### config.mk
export PLATFORM = sky130hd
export DESIGN_NAME = dmem_arbiter
export DESIGN_NICKNAME = d
export VERILOG_FILES = /design/src/rtl/dmem_arbiter.sv
export SDC_FILE = /design/constraint.sdc
export NUM_CORES = 1
export LEC_CHECK = 0
export CAP_MARGIN = 5
export CORE_UTILIZATION = 24
export CTS_BUF_LIST = sky130_fd_sc_hd__clkbuf_2
export DETAILED_ROUTE_END_ITERATION = 8
export PLACE_DENSITY = 0.95
export RECOVER_POWER = 25
export SKIP_LAST_GASP = 1
export SLEW_MARGIN = 10
export SYNTH_ARGS = -nofsm -noshare
export SYNTH_HDL_FRONTEND = slang
export SYNTH_SLANG_ARGS = --single-unit
### constraint.sdc
create_clock -name clk -period 2.13 [get_ports clk]
set_input_delay 0.3195 -clock clk [delete_from_list [all_inputs] [get_ports clk]]
set_output_delay 0.3195 -clock clk [all_outputs]
set_load 0.02 [all_outputs]
### src/rtl/dmem_arbiter.sv
// dmem_arbiter: shares a single-ported data memory between two requesters.
//   Port 0 (CPU load/store) and port 1 (debug/DMA loader) request with
//   mX_req/mX_we/mX_addr/mX_wdata and are accepted by mX_gnt. At most one
//   access is granted per cycle, with round-robin arbitration on conflicts.
//   Read data returns one cycle after the grant on mX_rvalid/mX_rdata.
//   mem_addr/mem_write_data/mem_write/mem_read drive the memory;
//   mem_read_data is the memory's registered read output.
module dmem_arbiter #(
  parameter int unsigned ADDR_W = 9,
  parameter int unsigned DATA_W = 19
) (
  input  logic              clk,
  input  logic              rst,
  input  logic              m0_req,
  input  logic              m0_we,
  input  logic [ADDR_W-1:0] m0_addr,
  input  logic [DATA_W-1:0] m0_wdata,
  output logic              m0_gnt,
  output logic              m0_rvalid,
  output logic [DATA_W-1:0] m0_rdata,
  input  logic              m1_req,
  input  logic              m1_we,
  input  logic [ADDR_W-1:0] m1_addr,
  input  logic [DATA_W-1:0] m1_wdata,
  output logic              m1_gnt,
  output logic              m1_rvalid,
  output logic [DATA_W-1:0] m1_rdata,
  output logic [ADDR_W-1:0] mem_addr,
  output logic [DATA_W-1:0] mem_write_data,
  output logic              mem_write,
  output logic              mem_read,
  input  logic [DATA_W-1:0] mem_read_data
);

  typedef enum logic {
    PORT0 = 1'b0,
    PORT1 = 1'b1
  } port_e;

  port_e last_gnt_q, last_gnt_d;
  logic  m0_rvalid_q, m0_rvalid_d;
  logic  m1_rvalid_q, m1_rvalid_d;
  logic  gnt0, gnt1;

  always_comb begin
    gnt0 = 1'b0;
    gnt1 = 1'b0;
    if (!rst) begin
      if (m0_req && m1_req) begin
        // conflict: the port that did not win last time goes first
        gnt0 = (last_gnt_q == PORT1);
        gnt1 = (last_gnt_q == PORT0);
      end else begin
        gnt0 = m0_req;
        gnt1 = m1_req;
      end
    end

    // port 0 inputs are the default path; strobes are low when idle
    mem_addr       = gnt1 ? m1_addr  : m0_addr;
    mem_write_data = gnt1 ? m1_wdata : m0_wdata;
    mem_write      = (gnt0 & m0_we)  | (gnt1 & m1_we);
    mem_read       = (gnt0 & ~m0_we) | (gnt1 & ~m1_we);

    last_gnt_d = last_gnt_q;
    if (gnt1) begin
      last_gnt_d = PORT1;
    end else if (gnt0) begin
      last_gnt_d = PORT0;
    end

    m0_rvalid_d = gnt0 & ~m0_we;
    m1_rvalid_d = gnt1 & ~m1_we;
  end

  always_ff @(posedge clk) begin
    if (rst) begin
      last_gnt_q  <= PORT1;
      m0_rvalid_q <= 1'b0;
      m1_rvalid_q <= 1'b0;
    end else begin
      last_gnt_q  <= last_gnt_d;
      m0_rvalid_q <= m0_rvalid_d;
      m1_rvalid_q <= m1_rvalid_d;
    end
  end

  assign m0_gnt    = gnt0;
  assign m1_gnt    = gnt1;
  // a read issued just before reset must not surface while reset is held
  assign m0_rvalid = m0_rvalid_q & ~rst;
  assign m1_rvalid = m1_rvalid_q & ~rst;
  assign m0_rdata  = mem_read_data;
  assign m1_rdata  = mem_read_data;

endmodule
==> out/results.ini <==
[die]
core_um2=3470
start_util_pct=26.0
die_y_um=63.4
pin_count=153
die-area_um2=4010
num_rows=21
die_w_um=63.4

[synth]
synth_xor_area_share_pct=0
synth_top_family_by_area=multiplexers
ys_ff_latch=3
syn_area_um2=903
synth_mux_area_share_pct=46.1
yosys.area_share.simple_pct=6.93
ys_seq_area_share_pct=6.65
yosysTopAreaCellShare_pct=44.9
yosys.area.top_type=mux2_4
synthesis.nets=169
ys_types=16
syn_inst=88
synth.area.top_cells=mux2_4, buf_4, dfxtp_1
synthAdderAreaFrac_pct=0
synth_compound_area_share_pct=4.57
ys.warnings.count=0
synth.avg_cell_area_um2=10.3

[power]
vdd_ir_drop_max_v=0.000234
p_sw_w=0.000164
p_per_area_nw_per_um2=314
clkPwrFrac_pct=17.1
combPwrFrac_pct=70.3
intPower_w=0.000318
pwr-share-seq_pct=12.7
p_leak_nw=0.774
swShare_pct=34.0

[global_route]
grt_pass1_wl_um=3700
grt_pass1_vias=835
grt_overflow=0
grtUsageTotal_pct=12.0
antenna_found_initial=0
grt_max_degree=21

[run]
cap_viol_max_count=0

[clock_network]
clock_sinks=3
cts_hold_buffers=0
clk_pin_slew_worst_paths_ns=0.05
insertion_delay_ns=0.21
root_buffer=clkbuf_2
htreeDepth=1
cts.path.max_buffers=2
cts_tree=yes
cts_inserted_buffers=3
cts_setup_buffers=0

[sta]
setup_ws_ns=-0.0297
tns_ns=-0.0297
slew_viol_final=0
setup_viol=1
fin_worst_skew_ns=0.00378
rsz0062_at_grt=true
final-hold-violation-count=0
worstMarginPinSlew_ns=0.259
relSlewSlack_pct=82.7
fmax_mhz=463
min_period_ns=2.16
period_share_pct=101

[setup_path]
cp_cell_sequence=clkdlybuf4s50_1, a21boi_4, nand2b_4, buf_6, mux2_2, clkdlybuf4s15_1
critPathTopFamily=buffers and inverters
end_kind=output port
critical_path_arrival_ns=1.84
path_buf_inv=3
reg2reg_to=m0_rvalid_q
critPathLaunch=m1_req
crit_path_start_kind=primary input
rrSetupSlack_ns=1.14
crit_fanout=11
worst_path_max_delay_cell=clkdlybuf4s50_1
cp.required_ns=1.81
critPathMaxStageDelay_ns=0.48
worstReg2RegStart=last_gnt_q
ff2ff_path_depth=4
setup.worst_path.class=primary input to output port

[detailed_routing]
post_drt_wl_per_cell_um=12.8
drt_iter0_drc=14
via_per_inst=4.13
wl_um=2540
drtPass1Iterations=3
antenna_left=0
drc=0
vias=817

[placement]
dpl_worst_slack_ns=-0.341
dpl_cell_area_um2=1650
portBuffers=95
dp.cells=194
hpwl_um=2180
gp_congestion=0.822

[finish]
diodes=0
drive_gt1_share_pct=44.7
stdcell_count=198
fill_cells=366
fin_nets=234
postLayoutCoreUtil_pct=44.2
syn_to_final_growth_pct=69.8
final_cell_area_um2=1530

[min_path]
holdPathStages=3
min_from=last_gnt_q
hold_path_class=flip-flop to flip-flop
whs_endpoint=last_gnt_q

[outcome]
outcome=complete, but fails checks
failed_checks=negative setup slack

-- worst max-delay path by stage --
stage | end | cells past startpoint | slack [ns]
floorplan | mem_read | 3 | 0.65
global placement | mem_write_data[17] | 6 | -0.30
detailed placement | mem_addr[8] | 6 | -0.34
CTS | mem_addr[8] | 6 | -0.11
global route | mem_addr[8] | 6 | -0.08
finish | mem_addr[8] | 6 | -0.03
-- what timing repair did --
| item | CTS | global route |
|---|---|---|
| endpoints found under the setup margin | 31 | 10 |
| resized for setup | 108 | 10 |
| pin swaps | 0 | 0 |
-- power groups by stage --
stage / clock (W) / sequential (W) / combinational [W]
2_1_floorplan: 0 / 0.0000619 / 0.000270
3_3_place_gp: 0 / 0.0000621 / 0.000376
3_5_place_dp: 0 / 0.0000622 / 0.000384
4_1_cts: 0.0000858 / 0.0000611 / 0.000349
5_1_grt: 0.0000888 / 0.0000616 / 0.000358
6_report: 0.0000822 / 0.0000612 / 0.000339
-- Yosys cell counts --
cell type and count:
a21boi_4 1, a32oi_1 1, buf_4 38, buf_6 3
dfxtp_1 3, inv_1 1, mux2_2 1, mux2_4 27
nand2_1 2, nand2b_1 2, nand2b_4 1, nor2_1 3
nor2b_1 2, nor3_1 1, o21ai_0 1, o32ai_1 1
-- layer usage --
metal	vias to the layer above	track usage (%)	part of all wire [%]
met3	11	5.25	13
met4	0	3.41	2.1
met1	350	11.6	31
met2	69	22.7	54
met5	-	0	0
li1	387	-	-
-- worst min-delay path, stage by stage (launching register included) --
cell and delay, ns:
dfxtp_1 0.34, nand2_1 0.06, o21ai_0 0.08, nand2b_1 0.07
-- stage by stage --
stage / hold slack, ns / power [W]
2_1_floorplan: 0.392 / 0.000332
3_3_place_gp: 0.557 / 0.000438
3_5_place_dp: 0.567 / 0.000447
4_1_cts: 0.578 / 0.000496
5_1_grt: 0.622 / 0.000508
6_report: 0.572 / 0.000482
-- sequential cells by signal, indices dropped and copies added, names as in the netlist --
| name | count |
|---|---|
| m1_rvalid_q | 1 |
| m0_rvalid_q | 1 |
| last_gnt_q | 1 |
-- logic make-up (layout without fill, tap and decap cells) --
group,Yosys count,count (layout)
buf+inv,42,106
mux,28,28
simple gates,11,11
compound gates,4,4
flops,3,3
-- cells in the final DEF (no fill, tap or decap) --
master,count
o32ai_1,1
nand2b_4,1
o21ai_0,1
dfxtp_1,3
buf_6,1
buf_2,27
nand2_1,2
buf_4,4
clkdlybuf4s50_1,63
a32oi_1,1
mux2_4,27
inv_1,1
dlymetal6s2s_1,1
clkdlybuf4s15_1,1
clkbuf_2,5
nor2b_1,2
buf_12,1
nor2_1,3
nand2b_1,2
dlygate4sd2_1,2
mux2_2,1
nor3_1,1
a21boi_4,1
-- area by class of cell --
class,instances,area [um^2],area share [%]
Clock buffer,4,20.0,1.31
Inverter,1,3.75,0.245
Tap cell,46,57.6,3.75
Sequential cell,3,60.1,3.92
Multi-Input combinational cell,43,520,33.9
Timing Repair Buffer,101,872,56.9
Note: power is estimated with default switching activity, not from simulation.
==> edit 1, RTL diff (config.mk and constraints unchanged) <==
`DATA_W`: 19 -> 27.
--- a/src/rtl/dmem_arbiter.sv
+++ b/src/rtl/dmem_arbiter.sv
@@ -7,7 +7,7 @@
 //   mem_read_data is the memory's registered read output.
 module dmem_arbiter #(
   parameter int unsigned ADDR_W = 9,
-  parameter int unsigned DATA_W = 19
+  parameter int unsigned DATA_W = 27
 ) (
   input  logic              clk,
   input  logic              rst,
Interface: changed (6 resized); port bits go from 153 to 201. The function was not compared with the original's and may differ.
==> edit 1 against the original RTL <==
  * The run still ends with setup timing left
  * Total power is 12% higher
  * Setup slack worse by 0.036 ns
  * Critical path depth stayed put
  * Synthesized area is 14% higher
  * Die area is 13% higher
  * Design area is 19% higher
  * First-iteration DRC count is 14% lower
  * Wire length is 31% higher
  * Sequential cell count stayed put
  * Largest power group unchanged
  * Highest routed layer unchanged
==> edit 1: results (changes against the original RTL) <==
status -> complete, but fails checks (unchanged)
failing checks -> setup timing (unchanged)
CP max FO -> 13 (was 11)
multi-input combinational cell area -> 536 sq um (was 520 sq um)
Slew HR -> 83.7% (was 82.7%)
clock group share of total power -> 14.3% (was 17.1%)
initial DRC count -> 12 (was 14)
post-cts resize count -> 74 (was 108)
#MultiIn Comb -> 51 (was 43)
setup_tns -> -0.568 ns (was -0.0297 ns)
DR WL met2 -> 1860 microns (was 1360 microns)
Post-CTS Setup Bufs -> 1 (was 0)
Setup-failing EPs final -> 12 (was 1)
met1 wire length -> 1130 microns (was 788 microns)
WHS -> 0.638 ns (was 0.572 ns)
maximum number of pins on one net before global-route repair -> 26 (was 21)
vias per std cell -> 4.13 (about the same)
share of layout cells above drive strength 1 -> 46.6% (was 44.7%)
port buffer count -> 119 (was 95)
clock network contribution to total cell area -> 1.10% (was 1.31%)
Buffers, non-clock -> 130 (was 101)
Final Non-Filler Cells -> 239 (was 198)
Final nets -> 295 (was 234)
Yosys cell types -> 17 (was 16)
PnR worst setup slack -> -0.0654 ns (was -0.0297 ns)
global placer's final weighted congestion -> 0.682 (was 0.822)
Max IR drop VDD -> 0.0937 mV (was 0.234 mV)
Seq/Total Area, Yosys -> 5.85% (was 6.65%)
fillcell total -> 397 (was 366)
post-DP HPWL -> 2730 microns (was 2180 microns)
[edit 1: worst max-delay path: cells and delay by family]
kind / cells / cell delay [ns]
buffers and inverters: 3 / 0.97
muxes: 1 / 0.27
AOI/OAI and AO/OA: 1 / 0.21
and+or+nand+nor: 1 / 0.10
[edit 1: logic make-up (layout without fill, tap and decap cells)]
| group | count (synthesis) | in the layout | synth area share, % |
|---|---|---|---|
| multiplexers | 36 | 36 | 42.1 |
| buffers and inverters | 59 | 135 | 43.4 |
| flip-flops | 3 | 3 | 5.85 |
| AND/OR/NAND/NOR | 11 | 11 | 5.37 |
| AO/OA/AOI/OAI | 4 | 4 | 3.29 |
[edit 1: through the flow]
stage | power [mW] | utilization [%] | instance area (sq um) | setup WS [ns]
floorplan | 0.384 | - | 1030 | 0.620
global placement | 0.503 | 47.3 | 1920 | -0.332
detailed placement | 0.507 | 47.3 | 1920 | -0.386
CTS | 0.551 | 46.4 | 1880 | -0.112
global route | 0.575 | 44.9 | 1820 | -0.131
finish | 0.542 | 44.9 | 1820 | -0.0654
==> edit 2, RTL diff (same flow settings) <==
Without the edit above. Make the reset (`rst`) asynchronous in one clocked block.
--- a/src/rtl/dmem_arbiter.sv
+++ b/src/rtl/dmem_arbiter.sv
@@ -73,7 +73,7 @@
     m1_rvalid_d = gnt1 & ~m1_we;
   end
 
-  always_ff @(posedge clk) begin
+  always_ff @(posedge clk or posedge rst) begin
     if (rst) begin
       last_gnt_q  <= PORT1;
       m0_rvalid_q <= 1'b0;
Formal check against the unedited RTL: same outputs for any inputs over 10 cycles, from zero or initial values and one cycle with rst high; that may be too few to reach the edited logic, so the function may still have changed.
==> edit 2 against the original RTL <==
  * Sequential cell count unchanged
  * Wire length up 28%
  * Design area grew 8.9%
  * Setup slack improved by 0.059 ns
  * Total power up 16%
  * Non-clock buffer count increased by 3
  * Count of clock-buffer cells in the layout unchanged
  * Highest routed layer unchanged
  * Critical endpoint is now mem_write_data[6]
  * Cell count increased by 3.0%
  * Synthesized area up 0.83%
==> edit 2: results (changes against the original RTL) <==
status -> complete, no violations (was complete, but fails checks)
Syn Nets -> 170 (was 169)
GR Util met2 -> 27.7% (was 22.7%)
Seq/Total Area, Yosys -> 8.38% (was 6.65%)
Yosys cell types -> 17 (was 16)
placed cell areas -> 1700 sq um (was 1650 sq um)
TritonRoute pass-1 iters -> 4 (was 3)
Final Non-Filler Cells -> 204 (was 198)
global placer's final weighted congestion -> 0.787 (was 0.822)
Post-synth ARST share -> 100% (was 0%)
leak pwr -> 0.813 nW (was 0.774 nW)
maximum number of pins on one net before global-route repair -> 12 (was 21)
top cells by count, synth -> 38 x buf_4, 27 x mux2_4, 3 x buf_6, 3 x nand3_1 (was 38 x buf_4, 27 x mux2_4, 3 x buf_6, 3 x dfxtp_1, 3 x nor2_1)
ys flop type -> dfrtp_1 (was dfxtp_1)
met3 usage -> 7.07% (was 5.25%)
share of layout cells above drive strength 1 -> 46.2% (was 44.7%)
Max IR drop VDD -> 0.0894 mV (was 0.234 mV)
vias in the first global route -> 876 (was 835)
Synth Instances -> 89 (was 88)
mux cell area share after synthesis -> 45.7% (was 46.1%)
synth top area cells -> mux2_4 45%, buf_4 31%, dfrtp_1 5.5% (was mux2_4 45%, buf_4 32%, dfxtp_1 6.6%)
total wire length -> 3250 microns (was 2540 microns)
WL met3 -> 396 microns (was 329 microns)
cell row count -> 22 (was 21)
initial DRC count -> 23 (was 14)
met1 wire length -> 1110 microns (was 788 microns)
Sw Share -> 35.0% (was 34.0%)
sequential power -> 0.0699 mW (was 0.0612 mW)
met1 usage in global routing -> 13.9% (was 11.6%)
vias per std cell -> 4.13 (about the same)
HP Class -> in2async (was reg2reg)
clock group share of total power -> 14.3% (was 17.1%)
GRT Util Overall -> 14.6% (was 12.0%)
Crit path largest cell delay -> 0.51 ns (was 0.48 ns)
Final nets -> 238 (was 234)
[edit 2: changes by cell type after synthesis, sizes merged, moves of 2 or more]
cell,change
nand3,+4
dfxtp,-3
a21oi,+2
dfrtp,+2
inv,+2
nand2b,-2
[edit 2: path summary, 6_finish.rpt]
kind,from,endpoint,slack (ns)
worst max-delay path,m0_req,mem_write_data[6],0.03
worst min-delay path,rst,m0_rvalid_q,0.49
worst max register to register,last_gnt_q,m0_rvalid_q,1.02
worst min register to register,last_gnt_q,last_gnt_q,0.57
max in group asynchronous,rst,last_gnt_q,1.45
min in group clk,last_gnt_q,last_gnt_q,0.57
[edit 2: final cells by class]
class,count,area (sq um)
Tap cell,48,60.1
Inverter,3,11.3
Clock buffer,4,20.0
Timing Repair Buffer,104,998
Multi-Input combinational cell,42,504
Sequential cell,3,76.3
Fill cell,358,1990
[edit 2: what timing repair did]
item                       4_1_cts  5_1_grt
setup endpoints to repair       32       15
buffers inserted                 0        1
resized for setup               74       15
hold endpoints to repair         0        0
hold buffers                     0        0
